`config.mk`:
```
export PLATFORM = sky130hd
export DESIGN_NAME = challenge_responder_flat
export DESIGN_NICKNAME = d
export VERILOG_FILES = /design/src/rtl/challenge_responder_if.sv /design/src/rtl/challenge_responder.sv /design/src/flat_wrapper.sv
export SDC_FILE = /design/constraint.sdc
export NUM_CORES = 1
export LEC_CHECK = 0
export BUFFER_PORTS_ARGS = -buffer_cell sky130_fd_sc_hd__buf_2
export CAP_MARGIN = 20
export CORE_AREA = 10 10 373 375
export CTS_CLUSTER_DIAMETER = 40
export DETAILED_ROUTE_END_ITERATION = 12
export DIE_AREA = 0 0 383 385
export PLACE_DENSITY = 0.43
export SLEW_MARGIN = 25
export SYNTH_ARGS = -nofsm -noshare
export SYNTH_HDL_FRONTEND = slang
export SYNTH_SLANG_ARGS = --single-unit
```
`constraint.sdc`:
```
create_clock -name clk -period 6.36 [get_ports clk]
set_input_delay 0.954 -clock clk [delete_from_list [all_inputs] [get_ports clk]]
set_output_delay 0.954 -clock clk [all_outputs]
set_load 0.05 [all_outputs]
```
`src/rtl/challenge_responder_if.sv`:
```
// Challenge responder bus: request channel, hash-engine channel and response channel.
// master = requester/hash-engine side, slave = challenge_responder.
interface challenge_responder_if #(
    parameter int unsigned MSG_LEN   = 256,
    parameter int unsigned NUM_SLOTS = 8,
    parameter int unsigned DIGEST_W  = 192
);
    logic                  req_valid;
    logic                  req_ready;
    logic [MSG_LEN-1:0]    req_msg;
    logic [7:0]            req_slot;
    logic [NUM_SLOTS-1:0]  slot_mask;

    logic                  hash_start;
    logic [MSG_LEN-25:0]   hash_nonce;
    logic [7:0]            hash_slot;
    logic                  hash_done;
    logic [DIGEST_W-1:0]   hash_digest;

    logic                  resp_valid;
    logic                  resp_ready;
    logic [31:0]           resp_header;
    logic [MSG_LEN-33:0]   resp_payload;
    logic [1:0]            resp_err;

    modport master (
        output req_valid, req_msg, req_slot, slot_mask, hash_done, hash_digest, resp_ready,
        input  req_ready, hash_start, hash_nonce, hash_slot, resp_valid, resp_header,
               resp_payload, resp_err
    );

    modport slave (
        input  req_valid, req_msg, req_slot, slot_mask, hash_done, hash_digest, resp_ready,
        output req_ready, hash_start, hash_nonce, hash_slot, resp_valid, resp_header,
               resp_payload, resp_err
    );
endinterface

```
`src/rtl/challenge_responder.sv`:
```
// CHALLENGE request handler: validates nonce/slot, drives an external hash engine and builds
// the CHALLENGE_AUTH response. Define CHALLENGE_TIMEOUT_EN to add the hash-wait timeout.
`ifndef PROTOCOL_VERSION
`define PROTOCOL_VERSION 8'h12
`endif
`ifndef CHALLENGE_AUTH_CMD
`define CHALLENGE_AUTH_CMD 8'h03
`endif
`ifndef CAPABILITIES
`define CAPABILITIES 8'h5A
`endif

module challenge_responder #(
    parameter int unsigned MSG_LEN        = 256,
    parameter int unsigned NUM_SLOTS      = 8,
    parameter int unsigned DIGEST_W       = 192,
    parameter int unsigned TIMEOUT_CYCLES = 1024
) (
    input  logic                 clk,
    input  logic                 reset_L,
    challenge_responder_if.slave bus
);
    localparam int unsigned NonceW  = MSG_LEN - 24;
    localparam int unsigned PayW    = MSG_LEN - 32;
    localparam int unsigned DigPadW = MSG_LEN - 64;

    typedef enum logic [2:0] {StIdle, StCheck, StHash, StWait, StResp} state_e;

    state_e               state_q;
    logic [NonceW-1:0]    nonce_q;
    logic [7:0]           slot_q;
    logic [NUM_SLOTS-1:0] mask_q;
    logic                 hash_start_q;
    logic                 resp_valid_q;
    logic [1:0]           err_q;
    logic [31:0]          header_q;
    logic [PayW-1:0]      payload_q;

    logic [7:0] mask_ext;
    logic       slot_ok;

    assign mask_ext = 8'(mask_q);
    assign slot_ok  = (32'(slot_q) < NUM_SLOTS) && mask_ext[slot_q[2:0]];

`ifdef CHALLENGE_TIMEOUT_EN
    localparam int unsigned CntW = $clog2(TIMEOUT_CYCLES);
    logic [CntW-1:0] tmo_cnt_q;
`else
    logic unused_tmo;
    assign unused_tmo = (TIMEOUT_CYCLES != 0);
`endif

    // Low header bytes of the request carry nothing this block consumes.
    logic unused_msg;
    assign unused_msg = ^bus.req_msg[23:0];

    always_ff @(posedge clk or negedge reset_L) begin
        if (!reset_L) begin
            state_q      <= StIdle;
            nonce_q      <= '0;
            slot_q       <= '0;
            mask_q       <= '0;
            hash_start_q <= 1'b0;
            resp_valid_q <= 1'b0;
            err_q        <= 2'd0;
            header_q     <= '0;
            payload_q    <= '0;
`ifdef CHALLENGE_TIMEOUT_EN
            tmo_cnt_q    <= '0;
`endif
        end else begin
            hash_start_q <= 1'b0;
            unique case (state_q)
                StIdle: begin
                    if (bus.req_valid) begin
                        nonce_q <= bus.req_msg[MSG_LEN-1:24];
                        slot_q  <= bus.req_slot;
                        mask_q  <= bus.slot_mask;
                        state_q <= StCheck;
                    end
                end
                StCheck: begin
                    if (nonce_q == '0) begin
                        err_q        <= 2'd1;
                        header_q     <= '0;
                        payload_q    <= '0;
                        resp_valid_q <= 1'b1;
                        state_q      <= StResp;
                    end else if (!slot_ok) begin
                        err_q        <= 2'd2;
                        header_q     <= '0;
                        payload_q    <= '0;
                        resp_valid_q <= 1'b1;
                        state_q      <= StResp;
                    end else begin
                        hash_start_q <= 1'b1;
                        state_q      <= StHash;
                    end
                end
                StHash: begin
`ifdef CHALLENGE_TIMEOUT_EN
                    tmo_cnt_q <= '0;
`endif
                    state_q   <= StWait;
                end
                StWait: begin
                    // hash_done takes priority over an expiring timeout in the same cycle.
                    if (bus.hash_done) begin
                        err_q        <= 2'd0;
                        header_q     <= {`PROTOCOL_VERSION, `CHALLENGE_AUTH_CMD, slot_q, mask_ext};
                        payload_q    <= {`PROTOCOL_VERSION, `PROTOCOL_VERSION, `CAPABILITIES,
                                         8'h00, DigPadW'(bus.hash_digest)};
                        resp_valid_q <= 1'b1;
                        state_q      <= StResp;
                    end
`ifdef CHALLENGE_TIMEOUT_EN
                    else if (tmo_cnt_q == CntW'(TIMEOUT_CYCLES - 1)) begin
                        err_q        <= 2'd3;
                        header_q     <= '0;
                        payload_q    <= '0;
                        resp_valid_q <= 1'b1;
                        state_q      <= StResp;
                    end else begin
                        tmo_cnt_q <= tmo_cnt_q + 1'b1;
                    end
`endif
                end
                StResp: begin
                    if (bus.resp_ready) begin
                        resp_valid_q <= 1'b0;
                        state_q      <= StIdle;
                    end
                end
                default: state_q <= StIdle;
            endcase
        end
    end

    assign bus.req_ready    = (state_q == StIdle);
    assign bus.hash_start   = hash_start_q;
    assign bus.hash_nonce   = nonce_q;
    assign bus.hash_slot    = slot_q;
    assign bus.resp_valid   = resp_valid_q;
    assign bus.resp_err     = err_q;
    assign bus.resp_header  = header_q;
    assign bus.resp_payload = payload_q;
endmodule

```
`src/flat_wrapper.sv`:
```
// flat-port wrapper written by rule: the top's interface ports become plain ports
module challenge_responder_flat 
#(
    parameter int unsigned MSG_LEN        = 256,
    parameter int unsigned NUM_SLOTS      = 8,
    parameter int unsigned DIGEST_W       = 192,
    parameter int unsigned TIMEOUT_CYCLES = 1024
)
  (clk, reset_L, bus_req_valid, bus_req_msg, bus_req_slot, bus_slot_mask, bus_hash_done, bus_hash_digest, bus_resp_ready, bus_req_ready, bus_hash_start, bus_hash_nonce, bus_hash_slot, bus_resp_valid, bus_resp_header, bus_resp_payload, bus_resp_err);
  challenge_responder_if #(.MSG_LEN(MSG_LEN), .NUM_SLOTS(NUM_SLOTS), .DIGEST_W(DIGEST_W)) bus_i ();
  input  logic clk;
  input  logic reset_L;
  input wire logic [$bits(bus_i.req_valid)-1:0] bus_req_valid;
  input wire logic [$bits(bus_i.req_msg)-1:0] bus_req_msg;
  input wire logic [$bits(bus_i.req_slot)-1:0] bus_req_slot;
  input wire logic [$bits(bus_i.slot_mask)-1:0] bus_slot_mask;
  input wire logic [$bits(bus_i.hash_done)-1:0] bus_hash_done;
  input wire logic [$bits(bus_i.hash_digest)-1:0] bus_hash_digest;
  input wire logic [$bits(bus_i.resp_ready)-1:0] bus_resp_ready;
  output wire logic [$bits(bus_i.req_ready)-1:0] bus_req_ready;
  output wire logic [$bits(bus_i.hash_start)-1:0] bus_hash_start;
  output wire logic [$bits(bus_i.hash_nonce)-1:0] bus_hash_nonce;
  output wire logic [$bits(bus_i.hash_slot)-1:0] bus_hash_slot;
  output wire logic [$bits(bus_i.resp_valid)-1:0] bus_resp_valid;
  output wire logic [$bits(bus_i.resp_header)-1:0] bus_resp_header;
  output wire logic [$bits(bus_i.resp_payload)-1:0] bus_resp_payload;
  output wire logic [$bits(bus_i.resp_err)-1:0] bus_resp_err;
  assign bus_i.req_valid = bus_req_valid;
  assign bus_i.req_msg = bus_req_msg;
  assign bus_i.req_slot = bus_req_slot;
  assign bus_i.slot_mask = bus_slot_mask;
  assign bus_i.hash_done = bus_hash_done;
  assign bus_i.hash_digest = bus_hash_digest;
  assign bus_i.resp_ready = bus_resp_ready;
  assign bus_req_ready = bus_i.req_ready;
  assign bus_hash_start = bus_i.hash_start;
  assign bus_hash_nonce = bus_i.hash_nonce;
  assign bus_hash_slot = bus_i.hash_slot;
  assign bus_resp_valid = bus_i.resp_valid;
  assign bus_resp_header = bus_i.resp_header;
  assign bus_resp_payload = bus_i.resp_payload;
  assign bus_resp_err = bus_i.resp_err;
  challenge_responder #(.MSG_LEN(MSG_LEN), .NUM_SLOTS(NUM_SLOTS), .DIGEST_W(DIGEST_W), .TIMEOUT_CYCLES(TIMEOUT_CYCLES)) u_core (.clk(clk), .reset_L(reset_L), .bus(bus_i));
endmodule
```
Yosys cells after proc, flatten, opt, wreduce, memory -nomap -nowiden
Index checks and enable logic that the tools add are counted. Widths: inputs -> output; s select.

Logic and storage cells: 56. Register bits after elaboration: 511. Output and inout port bits: 501.

Order comparisons: 2. Eq/ne operators: 8. Muxes and demuxes: 28. Reduce and logical (&&, ||, !) cells: 9.

Operators by type and width (count): $mux 224 (3); $pmux 224 s2 (1); $logic_not 232->1 (1); $mux 32 (3); $pmux 32 s2 (1); $mux 3 (5); $pmux 3 s5 (1); $lt 8x4->1 const B (1); $mux 1 (8); $eq 3x2->1 const B (2); $mux 2 (3); $ne 2x2->1 const B (3); $reduce_and 3->1 (2); $lt 3x4->1 const B (1); $pmux 2 s2 (1); $reduce_and 4->1 (1); $bmux 1 s3 (1); $eq 3x1->1 const B (1); $eq 3x3->1 const B (1); $logic_not 3->1 (1); $ne 3x3->1 const B (1); $pmux 1 s3 (1); $reduce_bool 3->1 (1); $reduce_and 2->1 (1); other kinds (2) (2).

Logic depth before layout (Yosys ltp)
Gate-level depths: netlist of run 1.

Depth in word-level cells: 6. Mapped depth: 9.

Least setup slack after synthesis of run 1
OpenSTA, ideal clock, no wires.

Path kind: register to register. Start point: reg u_core.state_q[1]. End point: reg u_core.nonce_q[0] (netlist: u_core.bus.hash_nonce[0]). Path slack: 3441 ps. Library setup time: 125 ps. Period minus slack after synthesis: 2919 ps. Data required time: 6235 ps. Arrival time: 2794 ps. Path buffers: 4. Cell stages (with the launch flop): 8. Cells stage by stage: dfrtp_1 clkbuf_1 nor3_1 and2_1 clkbuf_1 clkbuf_1 buf_2 mux2_2.

Cells in the longest elaborated chain, start to end: 2.

RTL lines: start: declaration (line challenge_responder.sv:29) `state_e state_q;`; start signal: assignment (line challenge_responder.sv:59) `state_q <= StIdle;`; start signal: assignment (line challenge_responder.sv:79) `state_q <= StCheck;`; start signal: assignment (line challenge_responder.sv:88) `state_q <= StResp;`; $logic_not 3->1; named net bus_req_ready (line flat_wrapper.sv:20) `output wire logic [$bits(bus_i.req_ready)-1:0] bus_req_ready;`; $reduce_and 2->1 (no source line); end signal: assignment (line challenge_responder.sv:76) `nonce_q <= bus.req_msg[MSG_LEN-1:24];`; end: declaration (line challenge_responder.sv:30) `logic [NonceW-1:0] nonce_q;`.

The timed path passes the listed nets, and every way through them passes these cells. A chain may end at the register's enable or synchronous reset.

Worst setup path after layout of run 1
Start point: reg u_core.nonce_q[160] (netlist: u_core.bus.hash_nonce[160]). End point: reg u_core.payload_q[181] (netlist: u_core.bus.resp_payload[181]).

Cells in the longest elaborated chain, start to end: 3.

RTL lines: $logic_not 232->1 (*) (line challenge_responder.sv:83) `if (nonce_q == '0) begin`; $ne 3x3->1 (no source line) / $mux 224 (equally long branches); $reduce_and 3->1 (no source line) / $pmux 224 s2 (equally long branches); end signal: assignment (line challenge_responder.sv:111) `` payload_q <= {`PROTOCOL_VERSION, `PROTOCOL_VERSION, `CAPABILITIES, ``; end: declaration (line challenge_responder.sv:37) `logic [PayW-1:0] payload_q;`.

Mark *: on every way between the ends. The rest lies on a longest branch, timed or not.

==> results.md, run 1 <==
* Commonest cells after routing, fill and taps aside: buf_2 (907), dfrtp_1 (463), mux2_2 (249), nand2_1 (214), o21ai_0 (212)
* Hold_buf cts at 0
* Fin nets at 3198
* Clock sink total at 464
* Number of CTS-inserted buffers at 105
* Yosys warns at 0
* Critical path's largest stage delay at 800 ps
* Area occupied by registers at 11600 um^2
* Synth cell types at 31
* Sequential area share after synthesis at 56.7%
* Most common cell after layout, fill and taps aside: buf_2
* Multi-input gate area at 7310 um^2
* Die Area at 147000 um^2
* Final min period at 4250 ps
* Congestion Overflow GR at 0
* DR WL/cell at 21.2 um
* Worst setup EP type: flop
* CTS tree: done
* Synth area leaders: dfrtp_1 (57%), mux2_2 (14%), a22o_1 (8.9%)
* Worst-case reg-to-reg path depth at 7
* CP max-delay cell: nor4_1
* H-tree depth at 3
* Hpwl dp at 73900 um
* Worst EP required at 6910 ps
* Post-Synth XOR/XNOR Area at 0%
* Max Slew Vio Count at 0
* CTS-repair resized insts at 0
* Total track usage at 12.5%
* Crit Reg-Reg Startpoint: u_core.bus.hash_nonce[160]
* Cells after synthesis at 1825
* Syn Std Cell Area at 20500 um^2
* Crit Path Category: reg -> reg
* WP buf/inv at 1
* Arrival @ worst endpoint at 4800 ps
* Postcts setup bufs at 0
* CP startpoint kind: flop
* CP most frequent cell: nor4_1
* CP max FO at 69
* Core area at 131000 um^2
* Clk_lat worst skew at 700 ps
* Cell row count at 133
* Residual DRC count at 0
* Power per Cell Area at 567 nW/um^2
* Adder-cell area share of the yosys netlist at 0%
* Fin Hold WS at 116 ps
* CTS Buffer Depth at 3
* Synth area leader: dfrtp_1
* Die Width at 383 um
* Initial DRC count at 862
* Clock Pin Slew Worst Setup and Hold Paths at 50 ps
* DRT Pass-1 Iters at 4
* Max Clk Rate at 235 MHz
* Final hold vios at 0
* Setup_tns at 0 ps
* Leak Pwr at 14.3 nW
* Placer Congestion at 0.803
* Fin Clk Skew at 44.2 ps
* Remaining antenna violation count at 0
* Placed Cells at 4376
* Period Utilization, post-route at 66.9%
* Crit-path cells: nor4_1 > nand4_1 > nor4_1 > and4_1 > o21ai_4 > buf_4 > a22o_1
* Max_slew headroom at 34.2%
* Share of cells above drive strength 1 at 48.6%
* Final Util at 23.3%
* Pin count of the biggest net entering global routing at 132
* Outcome: finished clean
* Post-synthesis compound-gate area fraction at 14.3%
* Max-Cap Viols at 0
* Mux contribution to synthesized area at 14.0%
* Avg Cell Area, Syn at 11.2 um^2
* Synth Area in Simple Gates at 6.66%
* Hold Path Class: in -> async
* Final setup fails at 0
* Final instance area at 30600 um^2
* Die height at 385 um
* Via count at 17610
* Antenna violations before repair at 46
* P&R area growth vs syn at 49.4%
* Starting Density at 15.6%
* Io pins at 970
* Worst-margin pin slew at 987 ps
* Synth Register Bits at 464
* Top delay family on crit path: simple AND/OR/NAND/NOR gates
* Dpl ws at 1920 ps
* First-pass GRT wire length at 136000 um
* R2R Setup Slk at 2110 ps
* Drt total wl at 97400 um
* Worst setup margin at 2110 ps
* Number of I/O port buffers at 909
* Drt via density at 3.84
* Number of fillers in the final layout at 14427
* R2r endpoint: u_core.bus.resp_payload[181]
* Main combinational cell family by area after synthesis: compound AO/OA/AOI/OAI gates
* RSZ-0062 raised after global routing: no
* Non-Filler Instances at 4588
* Worst vdd ir at 0.000386 V
* Power consumption at 17.3 mW
* Placed Area at 26700 um^2
* Share of the synthesized area in the top cell type at 56.7%
* Vias in the first global route at 18418
* Root buf cell: clkbuf_16
-- how the worst max path moves through the flow --
stage,start,end,slack (ps),cells past startpoint
2_1_floorplan,u_core.state_q[1],u_core.bus.hash_nonce[0],3440,7
3_3_place_gp,u_core.bus.hash_nonce[160],u_core.bus.resp_payload[186],1920,7
3_5_place_dp,u_core.bus.hash_nonce[160],u_core.bus.resp_payload[186],1920,7
4_1_cts,u_core.bus.hash_nonce[160],u_core.bus.resp_payload[181],1870,7
5_1_grt,u_core.bus.hash_nonce[160],u_core.bus.resp_payload[178],1860,7
6_report,u_core.bus.hash_nonce[160],u_core.bus.resp_payload[181],2110,7
-- cell families after synthesis --
group / after synthesis
other: 1
and+or+nand+nor: 304
AOI/OAI and AO/OA: 427
muxes: 252
DFF: 464
buffers and inverters: 377
-- final cells by class --
type	count	area share, %
clock buffer	134	9.43
antenna	13	0.106
clock inverter	64	3.12
tap	1755	7.18
timing repair buffer	930	15.8
sequential	464	38.0
multi-input combinational	1019	23.9
inverter	209	2.56
-- registers in the layout (all words and copies together) (netlist names) --
| name | count |
|---|---|
| u_core.bus.hash_nonce | 232 |
| u_core.bus.hash_slot | 8 |
| u_core.bus.hash_start | 1 |
| u_core.bus.resp_err | 2 |
| u_core.bus.resp_header | 17 |
| u_core.bus.resp_payload | 192 |
| u_core.bus.resp_valid | 1 |
| u_core.mask_ext | 8 |
| u_core.state_q | 3 |
-- layer usage --
layer / track usage, % / share of wire, % / routed length (um)
met2: 20.7 / 48 / 46600
met1: 14.3 / 39 / 38300
met5: 0 / 0.17 / 169
met3: 5.46 / 9.3 / 9020
met4: 4.69 / 3.5 / 3370
-- where the power goes --
part | switching [mW] | internal, mW | leakage (nW)
clock | 1.94 | 3.92 | 1.85
sequential | 0.951 | 3.85 | 5.92
combinational | 4.94 | 1.73 | 6.51
total | 7.83 | 9.50 | 14.3
-- cell usage after synthesis --
library cell  number
buf_1              1
and4_1             1
nor2_1             3
a22o_1           209
dfrtp_1          464
buf_2             34
buf_6             11
nand3b_1           1
o21ai_0          212
a2bb2oi_1          1
nand2_1          214
a21oi_1            1
nand4_2            1
nor2b_1            2
nand3_1            1
mux2i_1            1
conb_1             1
clkbuf_1          75
o21ai_1            1
mux2_2           249
and2_1             2
a21o_1             1
nor4_1            61
mux4_2             2
nor3_1             3
nand2b_1           1
o21bai_1           1
nand4_1           14
inv_1            209
o22ai_1            1
buf_4             47
Power figures use the tool's default switching activity.
==> inputs of run 2 (changes only) <==
- CORE_AREA: 10 10 373 375 -> 10 10 366 368
- DIE_AREA: 0 0 383 385 -> 0 0 376 378
- PLACE_DENSITY: 0.43 -> 0.46
- clock period: 6.36 -> 3.8 ns (I/O delays scaled with it)
==> run 2 against run 1 <==
Net effect:
- cell count decreased by 1.7%
- sequential share of layout area grew 0.21 points
- hold slack lost 7.5 ps
- sequential power up 65%
- flip-flop and latch count stayed put
- clock skew decreased by 16 ps
- combinational power increased by 71%
- final area fell by 0.55%
- register-to-register slack got worse by 1400 ps
==> results.md, run 2 (synthesis results as in run 1) <==
* Outcome: finished clean
* Worst-margin pin slew at 879 ps
* Commonest cells after routing, fill and taps aside: buf_2 (907), dfrtp_1 (463), mux2_2 (249), nand2_1 (214), o21ai_0 (212)
* RSZ-0062 raised after global routing: no
* Sw Share at 45.2%
* DR WL/cell at 21.9 um
* Total track usage at 13.1%
* Max-Cap Viols at 0
* Initial DRC count at 1017
* Hold path depth at 2
* Drt via density at 3.93
* H-tree depth at 3
* Fin Hold WS at 109 ps
* R2R Setup Slk at 670 ps
* Max Slew Vio Count at 0
* Placer Congestion at 0.834
* First-pass GRT wire length at 138000 um
* Hold path startpoint: bus_resp_ready
* Worst vdd ir at 0.000764 V
* Crit Path Category: reg -> reg
* CTS Buffer Depth at 3
* Hold Path Class: in -> reg
* Hpwl dp at 76700 um
* Max reg flops at 232
* Period Utilization, post-route at 82.3%
* Congestion Overflow GR at 0
* Die height at 378 um
* R2r endpoint: u_core.bus.resp_payload[35]
* Fin Clk Skew at 28.7 ps
* Net switching power at 12.8 mW
* Postcts setup bufs at 0
* Sequential Power Share at 28.1%
* Final setup fails at 0
* Via count at 17732
* Drt total wl at 98800 um
* Io pins at 970
* Final hold vios at 0
* Clock Pin Slew Worst Setup and Hold Paths at 40 ps
* Worst-case reg-to-reg path depth at 10
* Die Width at 376 um
* Number of I/O port buffers at 909
* Worst setup EP type: flop
* Die Area at 142000 um^2
* WHS Endpoint: u_core.state_q[2]
* Core area at 127000 um^2
* Cell row count at 131
* DRT Pass-1 Iters at 4
* CP startpoint kind: flop
* Worst EP required at 4330 ps
* Power consumption at 28.2 mW
* CP max FO at 86
* Arrival @ worst endpoint at 3650 ps
* Vias in the first global route at 18624
* Power per Cell Area at 927 nW/um^2
* Pin count of the biggest net entering global routing at 115
* Setup_tns at 0 ps
* Starting Density at 16.2%
* Number of CTS-inserted buffers at 99
* Crit Reg-Reg Startpoint: u_core.bus.hash_nonce[180]
* Clock power share at 31.6%
* Leak Pwr at 14.3 nW
* Comb power frac at 40.3%
* P&R area growth vs syn at 48.5%
* CTS-repair resized insts at 0
* Remaining antenna violation count at 0
* Share of cells above drive strength 1 at 48.7%
* Clk_lat worst skew at 670 ps
* Internal at 15.4 mW
* Most common cell after layout, fill and taps aside: buf_2
* Max Clk Rate at 320 MHz
* Fin nets at 3224
* Antenna violations before repair at 35
* Clock sink total at 464
* Max_slew headroom at 41.4%
* Root buf cell: clkbuf_16
* Final Util at 24.0%
* CTS tree: done
* Final min period at 3130 ps
* Residual DRC count at 0
* Hold_buf cts at 1
## run 2: cell type report
cell class              instances  area (um^2)
fillers                     13789        96300
flip-flops and latches        464        11600
multi-input cells            1019         7310
repair buffers                962         5190
clock buffers                 130         2790
well taps                    1662         2080
inverters                     209          785
clock inverters                45          632
diodes                         17         42.5
## run 2: worst max path at each step
stage                                         endpoint  slack, ps                        from
after floorplan               u_core.bus.hash_nonce[0]        880           u_core.state_q[1]
after global placement    u_core.bus.resp_payload[102]        510  u_core.bus.hash_nonce[174]
after detailed placement  u_core.bus.resp_payload[107]        480  u_core.bus.hash_nonce[174]
after CTS                  u_core.bus.resp_payload[35]        450  u_core.bus.hash_nonce[174]
after global routing       u_core.bus.resp_payload[35]        380  u_core.bus.hash_nonce[174]
final                      u_core.bus.resp_payload[35]        670  u_core.bus.hash_nonce[180]
## run 2: through the flow
| step | std cells | cell area, um^2 | setup WS [ps] |
|---|---|---|---|
| after floorplan | 1860 | 20600 | 881 |
| after global placement | 4314 | 26900 | 514 |
| after detailed placement | 4315 | 27000 | 481 |
| after CTS | 4491 | 30400 | 454 |
| after global routing | 4503 | 30400 | 378 |
| final | 4508 | 30400 | 673 |
## run 2: per-layer routing
| metal | vias up | wire length [um] | global-route usage, % |
|---|---|---|---|
| met1 | 8692 | 38000 | 14.6 |
| met4 | 16 | 2620 | 4.44 |
| li1 | 8171 | - | - |
| met3 | 148 | 10100 | 6.18 |
| met2 | 705 | 47900 | 22.0 |
| met5 | - | 102 | 0 |
## run 2: power by group through the flow
stage          sequential [mW]  combinational [mW]  clock [mW]
3_3_place_gp              7.95                11.6           0
5_1_grt                   8.15                12.0        9.39
6_report                  7.92                11.4        8.91
4_1_cts                   7.96                11.6        9.14
2_1_floorplan             12.5                3.26           0
3_5_place_dp              7.99                11.6           0
## run 2: critical path, cell delays in order (launching register included)
cell	delay, ps
dfrtp_1	390
nor4_1	630
buf_4	210
nand4_1	110
nor4_1	280
buf_4	180
and4_1	270
buf_12	140
o21ai_4	140
buf_12	270
a22o_1	300
==> inputs of run 3 (changes only) <==
- clock period: 3.8 -> 2.7 ns (I/O delays scaled with it)
==> run 3 against run 2 <==
Net effect:
- the run now ends with negative setup slack left
- power is 47% higher
- final area is 13% higher
- flip-flop and latch count stayed put
- routed wire length is 2.5% higher
- count of clock-buffer cells in the layout is 16 lower
- global-route usage is 0.35 points higher
- maximum frequency is 13% higher
- clock skew is 11 ps higher
- critical endpoint is now u_core.bus.resp_header[2]
- largest power group unchanged
- highest routed layer unchanged
==> results.md, run 3 (synthesis results as in run 1) <==
* CP startpoint kind: flop
* Worst setup EP type: flop
* Congestion Overflow GR at 0
* Worst setup margin at -63.7 ps
* CTS tree: done
* P&R area growth vs syn at 68.3%
* Setup_tns at -4840 ps
* Crit Reg-Reg Startpoint: u_core.bus.hash_nonce[84]
* Hold path startpoint: bus_req_msg[245]
* DR WL/cell at 20.7 um
* Clock sink total at 464
* Leak Pwr at 16.1 nW
* Via count at 19268
* Core area at 127000 um^2
* Number of fillers in the final layout at 13397
* Die Area at 142000 um^2
* Max Slew Vio Count at 0
* Number of I/O port buffers at 909
* Crit Path Category: reg -> reg
* Final setup fails at 190
* First-pass GRT wire length at 144000 um
* Most common cell after layout, fill and taps aside: buf_2
* Worst vdd ir at 0.00102 V
* Drt via density at 3.93
* Placed Cells at 4408
* Cell row count at 131
* Pin count of the biggest net entering global routing at 124
* CTS Buffer Depth at 3
* Max_slew headroom at 46.9%
* Clock Pin Slew Worst Setup and Hold Paths at 50 ps
* Remaining antenna violation count at 0
* Root buf cell: clkbuf_16
* Max Clk Rate at 362 MHz
* Outcome: finished, violations left
* Worst EP required at 3220 ps
* Final hold vios at 0
* Drt total wl at 101000 um
* Period Utilization, post-route at 102%
* Max reg flops at 232
* Commonest cells after routing, fill and taps aside: buf_2 (907), dfrtp_1 (462), dlygate4sd3_1 (298), mux2_2 (249), nand2_1 (214)
* Final min period at 2760 ps
* Residual DRC count at 0
* Clk_lat worst skew at 680 ps
* Crit. Startpoint: u_core.bus.hash_nonce[84]
* Io pins at 970
* DRT Pass-1 Iters at 5
* Hpwl dp at 76700 um
* Placed Area at 27800 um^2
* Share of cells above drive strength 1 at 46.6%
* H-tree depth at 3
* Failing checks: negative setup slack
* Die Width at 376 um
* Non-Filler Instances at 4900
* CP max FO at 19
* Total track usage at 13.5%
* Power per Cell Area at 1200 nW/um^2
* Vias in the first global route at 20533
* Max-Cap Viols at 0
* Arrival @ worst endpoint at 3290 ps
* Fin Hold WS at 73.5 ps
* Final instance area at 34500 um^2
* Starting Density at 16.2%
* Dpl ws at -819 ps
* Number of CTS-inserted buffers at 96
* Die height at 378 um
* Fin Clk Skew at 39.8 ps
* Initial DRC count at 995
* Fin nets at 3618
* Placer Congestion at 0.820
* Hold Path Class: in -> reg
* RSZ-0062 raised after global routing: yes
* Worst-margin pin slew at 797 ps
* Antenna violations before repair at 35
## run 3: changes by cell type in the layout (fill, tap and decap cells not counted), moves of 5 or more
cell           delta
nor4_1           -14
nor4_4            +5
nor4_2            +9
buf_6             +7
buf_12            +8
diode_2           -5
dlygate4sd3_1   +297
clkbuf_1          -6
inv_6             +6
clkbuf_8          -7
buf_4            +80
## run 3: critical path, cell delays in order (launching register included)
cell	delay, ps
dfrtp_1	400
nor4_2	330
buf_4	160
nand4_1	140
nor4_4	360
buf_4	170
and4_4	240
buf_12	120
o21ai_4	70
buf_12	160
buf_16	180
a22o_1	240
## run 3: repair_timing
| action | CTS | global route |
|---|---|---|
| endpoints found under the hold margin | 344 | 1 |
| setup buffers | 3 | 0 |
| resized for setup | 21 | 10 |
| setup endpoints to repair | 215 | 213 |
| cloned | 2 | 2 |
| hold buffers | 297 | 1 |
| pin swaps | 8 | 8 |
## run 3: area by class of cell
type / count / area (um^2) / share of cell area, %
Sequential cell: 464 / 11600 / 33.7
Timing Repair Buffer: 1359 / 9130 / 26.5
Multi-Input combinational cell: 1019 / 7450 / 21.6
Clock buffer: 114 / 2590 / 7.52
Tap cell: 1662 / 2080 / 6.03
Clock inverter: 61 / 795 / 2.30
Inverter: 209 / 785 / 2.28
Antenna cell: 12 / 30.0 / 0.0871
## run 3: routing by layer
| metal | up-vias | share of wire (%) | routed length, um | global-route usage (%) |
|---|---|---|---|---|
| li1 | 8973 | - | - | - |
| met1 | 9333 | 41 | 41100 | 16.0 |
| met3 | 191 | 8.1 | 8210 | 4.76 |
| met2 | 751 | 48 | 48500 | 22.5 |
| met5 | - | 0.12 | 122 | 0 |
| met4 | 20 | 3.3 | 3310 | 4.55 |
## run 3: report_power, final
group          total (mW)  switching (mW)  internal [mW]
Clock                12.4            4.31           8.07
Sequential           11.0            1.94           9.07
Combinational        18.0            12.4           5.53
Total                41.4            18.7           22.7
## run 3: worst paths after layout
path,to,slack (ps),cells after the start
max,u_core.bus.resp_header[2],-60,11
min,u_core.bus.hash_nonce[221],70,2
max reg2reg,u_core.bus.resp_header[2],-60,11
min reg2reg,u_core.bus.resp_valid,480,2
max in group asynchronous,u_core.bus.resp_payload[172],1490,4
min in group asynchronous,u_core.bus.hash_nonce[62],280,2
## run 3: stage by stage
step | total power [mW] | util, %
2_1_floorplan | 22.2 | -
3_3_place_gp | 28.5 | 21.9
3_5_place_dp | 28.5 | 21.9
4_1_cts | 41.8 | 27.1
5_1_grt | 43.3 | 27.2
6_report | 41.4 | 27.2
